==> src/rtl/boot_loader_pkg.sv <==
// boot_loader_pkg: shared types and sizing for the boot loader.
//   state_t  - loader FSM state encoding. The CHK and ERR states exist only
//              when BOOT_LOADER_CHECKSUM_EN is defined.
//   DEF_*    - default address/data widths.
//   CNT_W    - width of the word counter and the latched length N.
// Optional feature macro: BOOT_LOADER_CHECKSUM_EN
package boot_loader_pkg;

  localparam int unsigned DEF_ADDR_W = 16;
  localparam int unsigned DEF_DATA_W = 16;
  localparam int unsigned CNT_W      = DEF_DATA_W;

`ifdef BOOT_LOADER_CHECKSUM_EN
  typedef enum logic [2:0] {
    ST_IDLE,
    ST_HDR,
    ST_LOAD,
    ST_FLUSH,
    ST_CHK,
    ST_RUN,
    ST_ERR
  } state_t;
`else
  typedef enum logic [2:0] {
    ST_IDLE,
    ST_HDR,
    ST_LOAD,
    ST_FLUSH,
    ST_RUN
  } state_t;
`endif

endpackage

==> src/rtl/boot_loader_if.sv <==
// boot_loader_if: valid/ready word stream carrying the program image.
//   in_valid - producer has a word on in_data
//   in_data  - stream word, DATA_W bits
//   in_ready - loader accepts in_data this cycle
// Modports: master (image source), slave (boot_loader).
interface boot_loader_if
  import boot_loader_pkg::*;
#(
  parameter int unsigned DATA_W = DEF_DATA_W
) ();

  logic              in_valid;
  logic [DATA_W-1:0] in_data;
  logic              in_ready;

  modport master (output in_valid, output in_data, input in_ready);
  modport slave  (input in_valid, input in_data, output in_ready);

endinterface

==> src/rtl/boot_loader.sv <==
// boot_loader: memory-port sequencer between the processor and memory.
// Holds the processor in reset, takes a length-prefixed image from the word
// stream, writes it from BASE_ADDR upward through the shared memory port,
// then releases the processor and passes its accesses straight through.
// A start pulse in IDLE/RUN (and ERR) reloads the image.
// Ports:
//   clk, rst (async active-low), start
//   stream   - image word stream (boot_loader_if.slave)
//   cpu_rst  - active-high processor reset (registered)
//   cpu_addr, cpu_wd, cpu_we, cpu_rd - processor memory port
//   mem_addr, mem_wd, mem_we, mem_rd - system memory port
//   done     - high while running; err - high after checksum mismatch
// Optional feature macro: BOOT_LOADER_CHECKSUM_EN (trailing checksum word,
// CHK/ERR states). Without it err is tied low.
module boot_loader
  import boot_loader_pkg::*;
#(
  parameter int unsigned       ADDR_W    = DEF_ADDR_W,
  parameter int unsigned       DATA_W    = DEF_DATA_W,
  parameter logic [ADDR_W-1:0] BASE_ADDR = '0
) (
  input  logic              clk,
  input  logic              rst,
  input  logic              start,
  boot_loader_if.slave      stream,
  output logic              cpu_rst,
  input  logic [ADDR_W-1:0] cpu_addr,
  input  logic [DATA_W-1:0] cpu_wd,
  input  logic              cpu_we,
  output logic [DATA_W-1:0] cpu_rd,
  output logic [ADDR_W-1:0] mem_addr,
  output logic [DATA_W-1:0] mem_wd,
  output logic              mem_we,
  input  logic [DATA_W-1:0] mem_rd,
  output logic              done,
  output logic              err
);

  state_t            state, state_nxt;
  logic              rdy;
  logic              hs;
  logic [CNT_W-1:0]  n;
  logic [CNT_W-1:0]  cnt;
  logic [ADDR_W-1:0] wr_addr;
  logic [DATA_W-1:0] wr_data;
  logic              wr_pend;
`ifdef BOOT_LOADER_CHECKSUM_EN
  logic [DATA_W-1:0] sum;
`endif

  assign hs              = stream.in_valid & rdy;
  assign stream.in_ready = rdy;
  assign cpu_rd          = mem_rd;

  always_comb begin
    state_nxt = state;
    rdy       = 1'b0;
    case (state)
      ST_IDLE: begin
        if (start) state_nxt = ST_HDR;
      end
      ST_HDR: begin
        rdy = 1'b1;
        if (hs) state_nxt = (CNT_W'(stream.in_data) != '0) ? ST_LOAD : ST_FLUSH;
      end
      ST_LOAD: begin
        rdy = 1'b1;
        if (hs && (cnt == n - CNT_W'(1))) state_nxt = ST_FLUSH;
      end
      ST_FLUSH: begin
`ifdef BOOT_LOADER_CHECKSUM_EN
        state_nxt = ST_CHK;
`else
        state_nxt = ST_RUN;
`endif
      end
`ifdef BOOT_LOADER_CHECKSUM_EN
      ST_CHK: begin
        rdy = 1'b1;
        if (hs) state_nxt = (stream.in_data == sum) ? ST_RUN : ST_ERR;
      end
      ST_ERR: begin
        if (start) state_nxt = ST_HDR;
      end
`endif
      ST_RUN: begin
        if (start) state_nxt = ST_HDR;
      end
      default: state_nxt = ST_IDLE;
    endcase
  end

  // Status outputs are registered from the next state so they switch on
  // the same edge that enters or leaves the corresponding state.
  always_ff @(posedge clk or negedge rst) begin
    if (!rst) begin
      state   <= ST_IDLE;
      cpu_rst <= 1'b1;
      done    <= 1'b0;
    end else begin
      state   <= state_nxt;
      cpu_rst <= (state_nxt != ST_RUN);
      done    <= (state_nxt == ST_RUN);
    end
  end

`ifdef BOOT_LOADER_CHECKSUM_EN
  always_ff @(posedge clk or negedge rst) begin
    if (!rst) err <= 1'b0;
    else      err <= (state_nxt == ST_ERR);
  end
`else
  assign err = 1'b0;
`endif

  // Write pipeline: a word accepted at edge k is presented to memory for
  // the following cycle and retires at edge k+1.
  always_ff @(posedge clk or negedge rst) begin
    if (!rst) begin
      n       <= '0;
      cnt     <= '0;
      wr_addr <= '0;
      wr_data <= '0;
      wr_pend <= 1'b0;
`ifdef BOOT_LOADER_CHECKSUM_EN
      sum     <= '0;
`endif
    end else begin
      wr_pend <= 1'b0;
      if (state == ST_HDR && hs) begin
        n   <= CNT_W'(stream.in_data);
        cnt <= '0;
`ifdef BOOT_LOADER_CHECKSUM_EN
        sum <= stream.in_data;
`endif
      end
      if (state == ST_LOAD && hs) begin
        wr_addr <= BASE_ADDR + ADDR_W'(cnt);
        wr_data <= stream.in_data;
        wr_pend <= 1'b1;
        cnt     <= cnt + CNT_W'(1);
`ifdef BOOT_LOADER_CHECKSUM_EN
        sum     <= sum + stream.in_data;
`endif
      end
    end
  end

  always_comb begin
    mem_addr = wr_addr;
    mem_wd   = wr_data;
    mem_we   = wr_pend;
    if (state == ST_RUN) begin
      mem_addr = cpu_addr;
      mem_wd   = cpu_wd;
      mem_we   = cpu_we;
    end
  end

endmodule

==> src/flat_wrapper.sv <==
// flat-port wrapper written by rule: the top's interface ports become plain ports
module boot_loader_flat import boot_loader_pkg::*;
#(
  parameter int unsigned       ADDR_W    = DEF_ADDR_W,
  parameter int unsigned       DATA_W    = DEF_DATA_W,
  parameter logic [ADDR_W-1:0] BASE_ADDR = '0
)
  (clk, rst, start, cpu_rst, cpu_addr, cpu_wd, cpu_we, cpu_rd, mem_addr, mem_wd, mem_we, mem_rd, done, err, stream_in_valid, stream_in_data, stream_in_ready);
  boot_loader_if #(.DATA_W(DATA_W)) stream_i ();
  input  logic clk;
  input  logic rst;
  input  logic start;
  output logic cpu_rst;
  input  logic [ADDR_W-1:0] cpu_addr;
  input  logic [DATA_W-1:0] cpu_wd;
  input  logic cpu_we;
  output logic [DATA_W-1:0] cpu_rd;
  output logic [ADDR_W-1:0] mem_addr;
  output logic [DATA_W-1:0] mem_wd;
  output logic mem_we;
  input  logic [DATA_W-1:0] mem_rd;
  output logic done;
  output logic err;
  input wire logic [$bits(stream_i.in_valid)-1:0] stream_in_valid;
  input wire logic [$bits(stream_i.in_data)-1:0] stream_in_data;
  output wire logic [$bits(stream_i.in_ready)-1:0] stream_in_ready;
  assign stream_i.in_valid = stream_in_valid;
  assign stream_i.in_data = stream_in_data;
  assign stream_in_ready = stream_i.in_ready;
  boot_loader #(.ADDR_W(ADDR_W), .DATA_W(DATA_W), .BASE_ADDR(BASE_ADDR)) u_core (.clk(clk), .rst(rst), .start(start), .stream(stream_i), .cpu_rst(cpu_rst), .cpu_addr(cpu_addr), .cpu_wd(cpu_wd), .cpu_we(cpu_we), .cpu_rd(cpu_rd), .mem_addr(mem_addr), .mem_wd(mem_wd), .mem_we(mem_we), .mem_rd(mem_rd), .done(done), .err(err));
endmodule
==> config.mk <==
export PLATFORM = sky130hd
export DESIGN_NAME = boot_loader_flat
export DESIGN_NICKNAME = d
export VERILOG_FILES = /design/src/rtl/boot_loader_pkg.sv /design/src/rtl/boot_loader_if.sv /design/src/rtl/boot_loader.sv /design/src/flat_wrapper.sv
export SDC_FILE = /design/constraint.sdc
export NUM_CORES = 1
export LEC_CHECK = 0
export ABC_AREA = 0
export BUFFER_PORTS_ARGS = -buffer_cell sky130_fd_sc_hd__buf_2
export CORE_UTILIZATION = 55
export DETAILED_ROUTE_END_ITERATION = 16
export PLACE_DENSITY = 0.85
export SYNTH_ARGS = -nofsm -noshare
export SYNTH_HDL_FRONTEND = slang
export SYNTH_SLANG_ARGS = --single-unit
==> constraint.sdc <==
create_clock -name clk -period 5.4 [get_ports clk]
set_input_delay 0.54 -clock clk [delete_from_list [all_inputs] [get_ports clk]]
set_output_delay 0.54 -clock clk [all_outputs]
set_load 0.01 [all_outputs]
==> run summary, run 1 <==
Gate Count Post-Synth = 432
DRT Pass-1 Iters = 4
Max_slew headroom = 28.1%
Total GRT Usage = 25.4%
Nets = 565
Detailed Route WL = 8.63 mm
ANT nets after route = 0
IR drop worst, VDD = 0.284 mV
CP required = 4.86 ns
Period minus WS final = 3.21 ns
Fraction of registers with async set/reset = 100%
Die footprint = 0.00752 mm^2
Post-synth EDFFs = 0
Initial Util = 57.4%
Pwr dens = 448 mW/mm^2
Number of max-cap violations = 0
Max incr delay on CP = 0.90 ns
TNS Setup = 0 ns
Met3 usage = 6.57%
Pre-CTS setup slack = 2.52 ns
Largest net degree at the start of global routing = 71
Post-CTS Resized = 0
Vias = 3229
Layout Area Growth over Synthesis = 14.2%
Crit Path Category = reg -> out
Post-CTS Setup Inserts = 0
Worst slew pin tran = 1.07 ns
CP max stage cell = nor3b_2
CTS Buf Count = 9
Root Driver = clkbuf_8
Fill cells = 562
Crit path max-delay family = simple AND/OR/NAND/NOR gates
CP Max Fanout = 21
GRT overflow = 0
DR vias/cell = 5.43
Busiest grt layer = met2
H-Tree Depth = 3
Placer congestion estimate = 0.877
Layout Skew = 0.00788 ns
FF+latch count, synth = 70
Commonest non-fill, non-tap cell in the layout = nand2_1
Post-synthesis cell type count = 48
Vias in the first global route = 3131
Yosys warnings = 0
Clk slew on worst S/H paths = 0.07 ns
Syn Area/Cell = 9.13 um^2
DPL Wire Length = 6.11 mm
Final worst slack = 2.19 ns
DR DRC count = 0
Mapped Area = 0.00395 mm^2
Initial DRC Count = 191
Unrepaired setup endpoints after global routing = no
CTS Hold Buffers Added = 0
IO buf count = 88
Clock Latency Late Sink = 0.34 ns
Primary FF master, synth = dfrtp_1
Core area = 0.00687 mm^2
Num rows = 30
Count of final hold-check violations = 0
Critical path cell sequence = nor3b_2 -> buf_4 -> mux2_2 -> buf_2
Met1 GRT Util = 31.9%
Syn nets = 503
CP bufs+invs = 2
P_leak = 2.24 nW
Crit. End Element = primary output
Setup crit start kind = flip-flop
Initial antenna violation count = 0
Core Util, Final = 65.6%
Grt met2 use = 42.8%
Fin crit share = 59.4%
Clock sink count = 70
Die W = 86.7 um
Most frequent cells in the layout = nand2_1, buf_2, dfrtp_1
Worst hold path class = in -> async
WL per Instance = 14.5 um
First-pass GRT wire length = 14.6 mm
Peak Freq = 0.312 GHz
Top-level I/O count = 122
Slew Limit Fails = 0
Setup violators final = 0
Clock Tree Buf Depth = 2
Share of cells above drive strength 1 = 32.3%
DIE HEIGHT = 86.7 um
Register area share after synthesis = 44.4%
Status = finished clean
Diode count = 0
CTS tree = yes
Worst Path Arrival = 2.67 ns
[worst paths after layout]
kind / cells past startpoint / start / slack [ns] / endpoint
min in group clk: 2 / start / 0.42 / u_core.done
max in group asynchronous: 2 / rst / 4.43 / u_core.n[8]
hold reg to reg: 2 / u_core.wr_addr[0] / 0.48 / u_core.wr_addr[0]
setup / recovery: 4 / u_core.state[0] / 2.19 / mem_we
setup reg to reg: 7 / u_core.n[0] / 2.95 / u_core.state[0]
hold / removal: 2 / rst / 0.38 / u_core.wr_addr[8]
[through the flow]
step                hold WS [ns]  total power, mW  area [um^2]  instances
floorplan                  0.244             1.39         3950        432
global placement           0.455             1.59         4320        579
detailed placement         0.460             1.62         4320        579
CTS                        0.411             2.04         4510        595
global route               0.420             2.18         4510        595
finish                     0.380             2.02         4510        595
[where the power goes]
part / leakage, nW / switching [mW] / internal (mW)
clock: 0.0970 / 0.181 / 0.218
sequential: 0.914 / 0.156 / 0.671
combinational: 1.23 / 0.411 / 0.382
[registers in the layout, summed over array words and instances, names as in the netlist]
register / cells
u_core.done: 1
u_core.cpu_rst: 1
u_core.state: 3
u_core.wr_data: 16
u_core.n: 16
u_core.wr_pend: 1
u_core.wr_addr: 16
u_core.cnt: 16
[final cells by class]
cell class              instances  area (um^2)  share of cell area [%]
multi-input cells             315         1950                    43.3
inverters                       6         22.5                   0.500
clock buffers                  16          190                    4.22
well taps                      96          120                    2.67
flip-flops and latches         70         1750                    38.9
repair buffers                 92          470                    10.4
[Yosys cell counts (all sizes together), types with 3 or more instances]
cell type  number  area [um^2]
nand2         123          462
dfrtp          69         1730
mux2           47          529
o21ai          30          150
buf            24          161
clkbuf         17         63.8
nor2           17         66.3
xor2           14          123
nor4           11         90.1
xnor2          10         87.6
nand3           8         40.0
a31oi           6         37.5
nor3            6         30.0
a21oi           5         25.0
inv             5         18.8
nor2b           4         25.0
and3            3         18.8
nand4           3         18.8
o31ai           3         22.5
or4             3         30.0
[cells by family (layout without fill, tap and decap cells)]
family          after synthesis  in the layout  synth area share, %
other cells                   1              1               0.0951
compound gates               53             53                 7.99
mux                          48             48                 13.7
fa+ha+maj                     2              2                0.634
flops                        70             70                 44.4
buf+inv                      47            114                 6.28
simple gates                187            187                 21.6
xor+xnor                     24             24                 5.33
[metal layers]
metal  wire length, um  up-vias  share of wire (%)
li1                  -     1574                  -
met1              3770     1516                 44
met2              4220      118                 49
met3               490       21                5.7
met4               153        0                1.8
met5                 0        -                  0
No activity file was read; power rests on OpenSTA's default activity.
==> inputs of run 2 (changes only) <==
--- a/config.mk
+++ b/config.mk
@@ -7,9 +7,9 @@
 export LEC_CHECK = 0
 export ABC_AREA = 0
 export BUFFER_PORTS_ARGS = -buffer_cell sky130_fd_sc_hd__buf_2
-export CORE_UTILIZATION = 55
+export CORE_UTILIZATION = 52
 export DETAILED_ROUTE_END_ITERATION = 16
-export PLACE_DENSITY = 0.85
+export PLACE_DENSITY = 0.81
 export SYNTH_ARGS = -nofsm -noshare
 export SYNTH_HDL_FRONTEND = slang
 export SYNTH_SLANG_ARGS = --single-unit
==> constraint.sdc (replaced) <==
create_clock -name clk -period 3.1 [get_ports clk]
set_input_delay 0.31 -clock clk [delete_from_list [all_inputs] [get_ports clk]]
set_output_delay 0.31 -clock clk [all_outputs]
set_load 0.01 [all_outputs]
==> run 2 against run 1 <==
Design area decreased by 0.42%. Register-to-register slack got worse by 2.2 ns. Clock power increased by 62%. Critical path type is now reg -> reg. Highest routed layer unchanged. Via count increased by 1.9%.
==> run summary, run 2 (synthesis gave the netlist of run 1 again) <==
Die W = 89.1 um
Layout Skew = 0.00607 ns
Vias = 3289
Sw frac = 37.5%
R2r setup slk = 0.73 ns
Crit Path Category = reg -> reg
Clock Tree Buf Depth = 2
Clock Power Share = 18.6%
DR DRC count = 0
Total GRT Usage = 24.5%
Net Switching = 1.30 mW
Post-CTS Resized = 0
Number of max-cap violations = 0
Placed insts = 582
IO buf count = 88
Top-level I/O count = 122
Initial Util = 54.1%
Reg2Reg Depth = 7
GRT overflow = 0
Reg power frac = 41.4%
Fin crit share = 76.3%
Initial DRC Count = 158
DPL Wire Length = 6.17 mm
Post-CTS Setup Inserts = 0
Clk slew on worst S/H paths = 0.07 ns
Worst Path Arrival = 2.60 ns
Setup violators final = 0
Unrepaired setup endpoints after global routing = no
Core area = 0.00729 mm^2
CTS Buf Count = 9
Placer congestion estimate = 0.913
First-pass GRT wire length = 14.6 mm
Commonest non-fill, non-tap cell in the layout = nand2_1
Diode count = 0
Worst R2R End = u_core.state[0]
Clock sink count = 70
Worst slew pin tran = 0.847 ns
Crit. End Element = flip-flop
Clock Latency Late Sink = 0.34 ns
Worst hold slack = 0.168 ns
Die footprint = 0.00794 mm^2
CTS Hold Buffers Added = 0
Share of cells above drive strength 1 = 32.1%
Setup crit start kind = flip-flop
TNS Setup = 0 ns
Period minus WS final = 2.37 ns
Detailed Route WL = 8.68 mm
Max_slew headroom = 43.5%
Status = finished clean
Root Driver = clkbuf_8
CTS tree = yes
H-Tree Depth = 3
Count of final hold-check violations = 0
Initial antenna violation count = 0
Peak Freq = 0.423 GHz
DR vias/cell = 5.51
Largest net degree at the start of global routing = 71
Pint = 2.16 mW
CP Max Fanout = 7
Non-Filler Instances = 597
Comb power frac = 40.0%
IR drop worst, VDD = 0.431 mV
Core Util, Final = 61.5%
WL per Instance = 14.5 um
Reg-to-reg critical path startpoint = u_core.n[0]
Num rows = 31
DRT Pass-1 Iters = 4
Worst hold path class = in -> async
Vias in the first global route = 3057
P_leak = 2.23 nW
Nets = 565
Pwr dens = 771 mW/mm^2
Slew Limit Fails = 0
Fill cells = 628
ANT nets after route = 0
CP required = 3.33 ns
Most frequent cells in the layout = nand2_1, buf_2, dfrtp_1
DIE HEIGHT = 89.1 um
Layout Area Growth over Synthesis = 13.7%
-- run 2: changes by cell type in the layout (fill, tap and decap cells not counted) --
cell and change:
clkbuf_8 -2, clkinv_2 +1
-- run 2: power by group through the flow --
stage / clock network [mW] / registers [mW] / logic (mW)
global placement: 0 / 1.42 / 1.34
global route: 0.698 / 1.47 / 1.54
CTS: 0.655 / 1.43 / 1.40
floorplan: 0 / 1.36 / 1.06
finish: 0.645 / 1.43 / 1.38
detailed placement: 0 / 1.44 / 1.38
-- run 2: layout make-up --
cell class,instances,area (um^2),share of cell area [%]
clock buffer,14,163,3.63
clock inverter,1,5.00,0.112
inverter,6,22.5,0.502
multi-input combinational,315,1950,43.4
sequential,70,1750,39.1
tap,99,124,2.76
timing repair buffer,92,470,10.5
-- run 2: worst max-delay path: stages, from the launching register on --
cell	delay [ns]
dfrtp_1	0.42
inv_1	0.10
ha_1	0.23
or4b_1	0.61
and4b_1	0.27
o21a_1	0.16
o31a_1	0.27
a31o_1	0.20
-- run 2: metal layers --
metal	global-route usage [%]	part of all wire [%]
met4	11.1	1.9
met5	0	0
met2	41.2	48
met1	30.5	43
met3	4.89	6.9
-- run 2: how the worst max path moves through the flow --
stage                 endpoint   startpoint  depth (start not counted)
3_3_place_gp   u_core.state[0]  u_core.n[0]                          7
6_report       u_core.state[0]  u_core.n[0]                          7
4_1_cts        u_core.state[0]  u_core.n[0]                          7
2_1_floorplan  u_core.state[0]  u_core.n[0]                          8
5_1_grt        u_core.state[0]  u_core.n[0]                          8
3_5_place_dp   u_core.state[0]  u_core.n[0]                          7
-- run 2: per-stage QoR --
step,power (mW),setup WS (ns),instance area (um^2)
final,3.46,0.735,4490
after global routing,3.71,0.612,4490
after CTS,3.48,0.730,4490
after detailed placement,2.83,0.740,4320
after global placement,2.76,0.796,4320
after floorplan,2.42,0.906,3950
==> inputs of run 3 (changes only) <==
--- a/config.mk
+++ b/config.mk
@@ -7,9 +7,9 @@
 export LEC_CHECK = 0
 export ABC_AREA = 0
 export BUFFER_PORTS_ARGS = -buffer_cell sky130_fd_sc_hd__buf_2
-export CORE_UTILIZATION = 52
+export CORE_UTILIZATION = 47
 export DETAILED_ROUTE_END_ITERATION = 16
-export PLACE_DENSITY = 0.81
+export PLACE_DENSITY = 0.77
 export SYNTH_ARGS = -nofsm -noshare
 export SYNTH_HDL_FRONTEND = slang
 export SYNTH_SLANG_ARGS = --single-unit
==> constraint.sdc (replaced) <==
create_clock -name clk -period 2.1 [get_ports clk]
set_input_delay 0.21 -clock clk [delete_from_list [all_inputs] [get_ports clk]]
set_output_delay 0.21 -clock clk [all_outputs]
set_load 0.01 [all_outputs]
==> run 3 against run 2 <==
Register-to-register slack worse by 0.69 ns. Core utilization is 3.1 points lower. Routed wire length is 6.5% higher. Fmax is 15% higher. Clock skew grew 0.012 ns. Combinational power up 83%. Sequential cell count unchanged. Via count up 2.2%. Critical path depth unchanged. Total power grew 62%. Critical path type unchanged. Largest power group is now combinational logic.
==> run summary, run 3 (synthesis gave the netlist of run 1 again) <==
Initial antenna violation count = 0
H-Tree Depth = 3
CTS tree = yes
Clock Latency Late Sink = 0.34 ns
DR vias/cell = 5.35
Layout Area Growth over Synthesis = 21.1%
Root Driver = clkbuf_8
Max incr delay on CP = 0.52 ns
Total GRT Usage = 23.0%
Post-CTS Setup Inserts = 0
WL per Instance = 14.7 um
DRT Pass-1 Iters = 4
Worst slew pin tran = 0.509 ns
Power consumption = 5.62 mW
Crit path from = u_core.n[1]
Die W = 93.6 um
Largest net degree at the start of global routing = 71
Reg-to-reg critical path startpoint = u_core.n[1]
CP bufs+invs = 1
Core area = 0.00818 mm^2
P_leak = 2.37 nW
Status = finished clean
Period minus WS final = 2.05 ns
Vias = 3361
Diode count = 0
Placed standard-cell area = 0.00454 mm^2
Setup violators final = 0
Nets = 590
Top-level I/O count = 122
Worst Path Arrival = 2.28 ns
Crit Path Category = reg -> reg
Crit. End Element = flip-flop
Clock sink count = 70
Commonest non-fill, non-tap cell in the layout = nand2_1
Unrepaired setup endpoints after global routing = yes
Fin crit share = 97.8%
Placed insts = 612
TNS Setup = 0 ns
First-pass GRT wire length = 15.6 mm
Peak Freq = 0.487 GHz
Setup crit start kind = flip-flop
DR DRC count = 0
Die footprint = 0.00876 mm^2
Number of max-cap violations = 0
CP Max Fanout = 7
Detailed Route WL = 9.25 mm
Crit path max-delay family = simple AND/OR/NAND/NOR gates
Critical path cell sequence = inv_2 -> ha_4 -> or4b_4 -> and4b_1 -> o21a_1 -> o31a_1 -> a31o_1
Vias in the first global route = 3322
DIE HEIGHT = 93.6 um
DPL Wire Length = 6.77 mm
Non-Filler Instances = 628
Worst hold slack = 0.107 ns
GRT overflow = 0
Placer congestion estimate = 0.808
Initial DRC Count = 142
Slew Limit Fails = 0
Pwr dens = 1180 mW/mm^2
Clock Tree Buf Depth = 2
CP max stage cell = or4b_4
Count of final hold-check violations = 0
Worst hold path class = in -> reg
CTS Buf Count = 9
Most frequent cells in the layout = nand2_1, buf_2, dfrtp_1
Initial Util = 48.3%
Final worst slack = 0.0465 ns
ANT nets after route = 0
Layout Skew = 0.0179 ns
Final instance area = 0.00478 mm^2
Core Util, Final = 58.4%
CP required = 2.32 ns
Num rows = 33
IO buf count = 88
Clk slew on worst S/H paths = 0.09 ns
Pre-CTS setup slack = -0.103 ns
Max_slew headroom = 66.1%
Worst hold start = start
Share of cells above drive strength 1 = 37.3%
IR drop worst, VDD = 0.574 mV
## run 3: changes by cell type in the layout (fill, tap and decap cells not counted), moves of 2 or more
| cell | delta |
|---|---|
| clkbuf_1 | -3 |
| inv_1 | -2 |
| clkinvlp_4 | +2 |
| nor4_1 | -2 |
| buf_4 | +22 |
| inv_2 | +2 |
## run 3: area by class of cell
class / count / area (um^2)
Clock buffer: 10 / 138
Inverter: 6 / 22.5
Multi-Input combinational cell: 315 / 2000
Clock inverter: 5 / 58.8
Tap cell: 105 / 131
Timing Repair Buffer: 117 / 677
Fill cell: 733 / 3400
Sequential cell: 70 / 1750
## run 3: path summary, 6_finish.rpt
kind	depth (start not counted)	slack, ns	endpoint
min in group asynchronous	3	0.41	u_core.cnt[10]
worst min-delay path	2	0.11	u_core.done
worst max-delay path	7	0.05	u_core.state[0]
max in group asynchronous	3	1.37	u_core.cpu_rst
worst min register to register	2	0.47	u_core.wr_addr[8]
worst max register to register	7	0.05	u_core.state[0]
## run 3: where the power goes
part / switching, mW / internal (mW) / leakage [nW] / total (mW)
Combinational: 1.29 / 1.22 / 1.36 / 2.52
Sequential: 0.278 / 1.72 / 0.914 / 2.00
Clock: 0.520 / 0.577 / 0.0948 / 1.10
Total: 2.09 / 3.52 / 2.37 / 5.62
## run 3: routing by layer
metal / GRT usage [%] / vias to the layer above / part of all wire (%)
li1: - / 1628 / -
met1: 29.2 / 1618 / 46
met2: 37.6 / 94 / 47
met3: 4.72 / 21 / 4.5
met4: 10.4 / 0 / 1.8
met5: 0 / - / 0
## run 3: timing repair
| item | CTS | global route |
|---|---|---|
| setup endpoints to repair | 1 | 23 |
| hold buffers | 1 | 0 |
| hold endpoints to repair | 69 | 0 |
| gates resized for setup | 2 | 5 |
| pin swaps | 1 | 4 |
## run 3: worst reg2reg max path, cell delays in order, from the launching register on
cell and delay (ns):
dfrtp_1 0.41, inv_2 0.09, ha_4 0.13, or4b_4 0.52
and4b_1 0.21, o21a_1 0.16, o31a_1 0.27, a31o_1 0.17
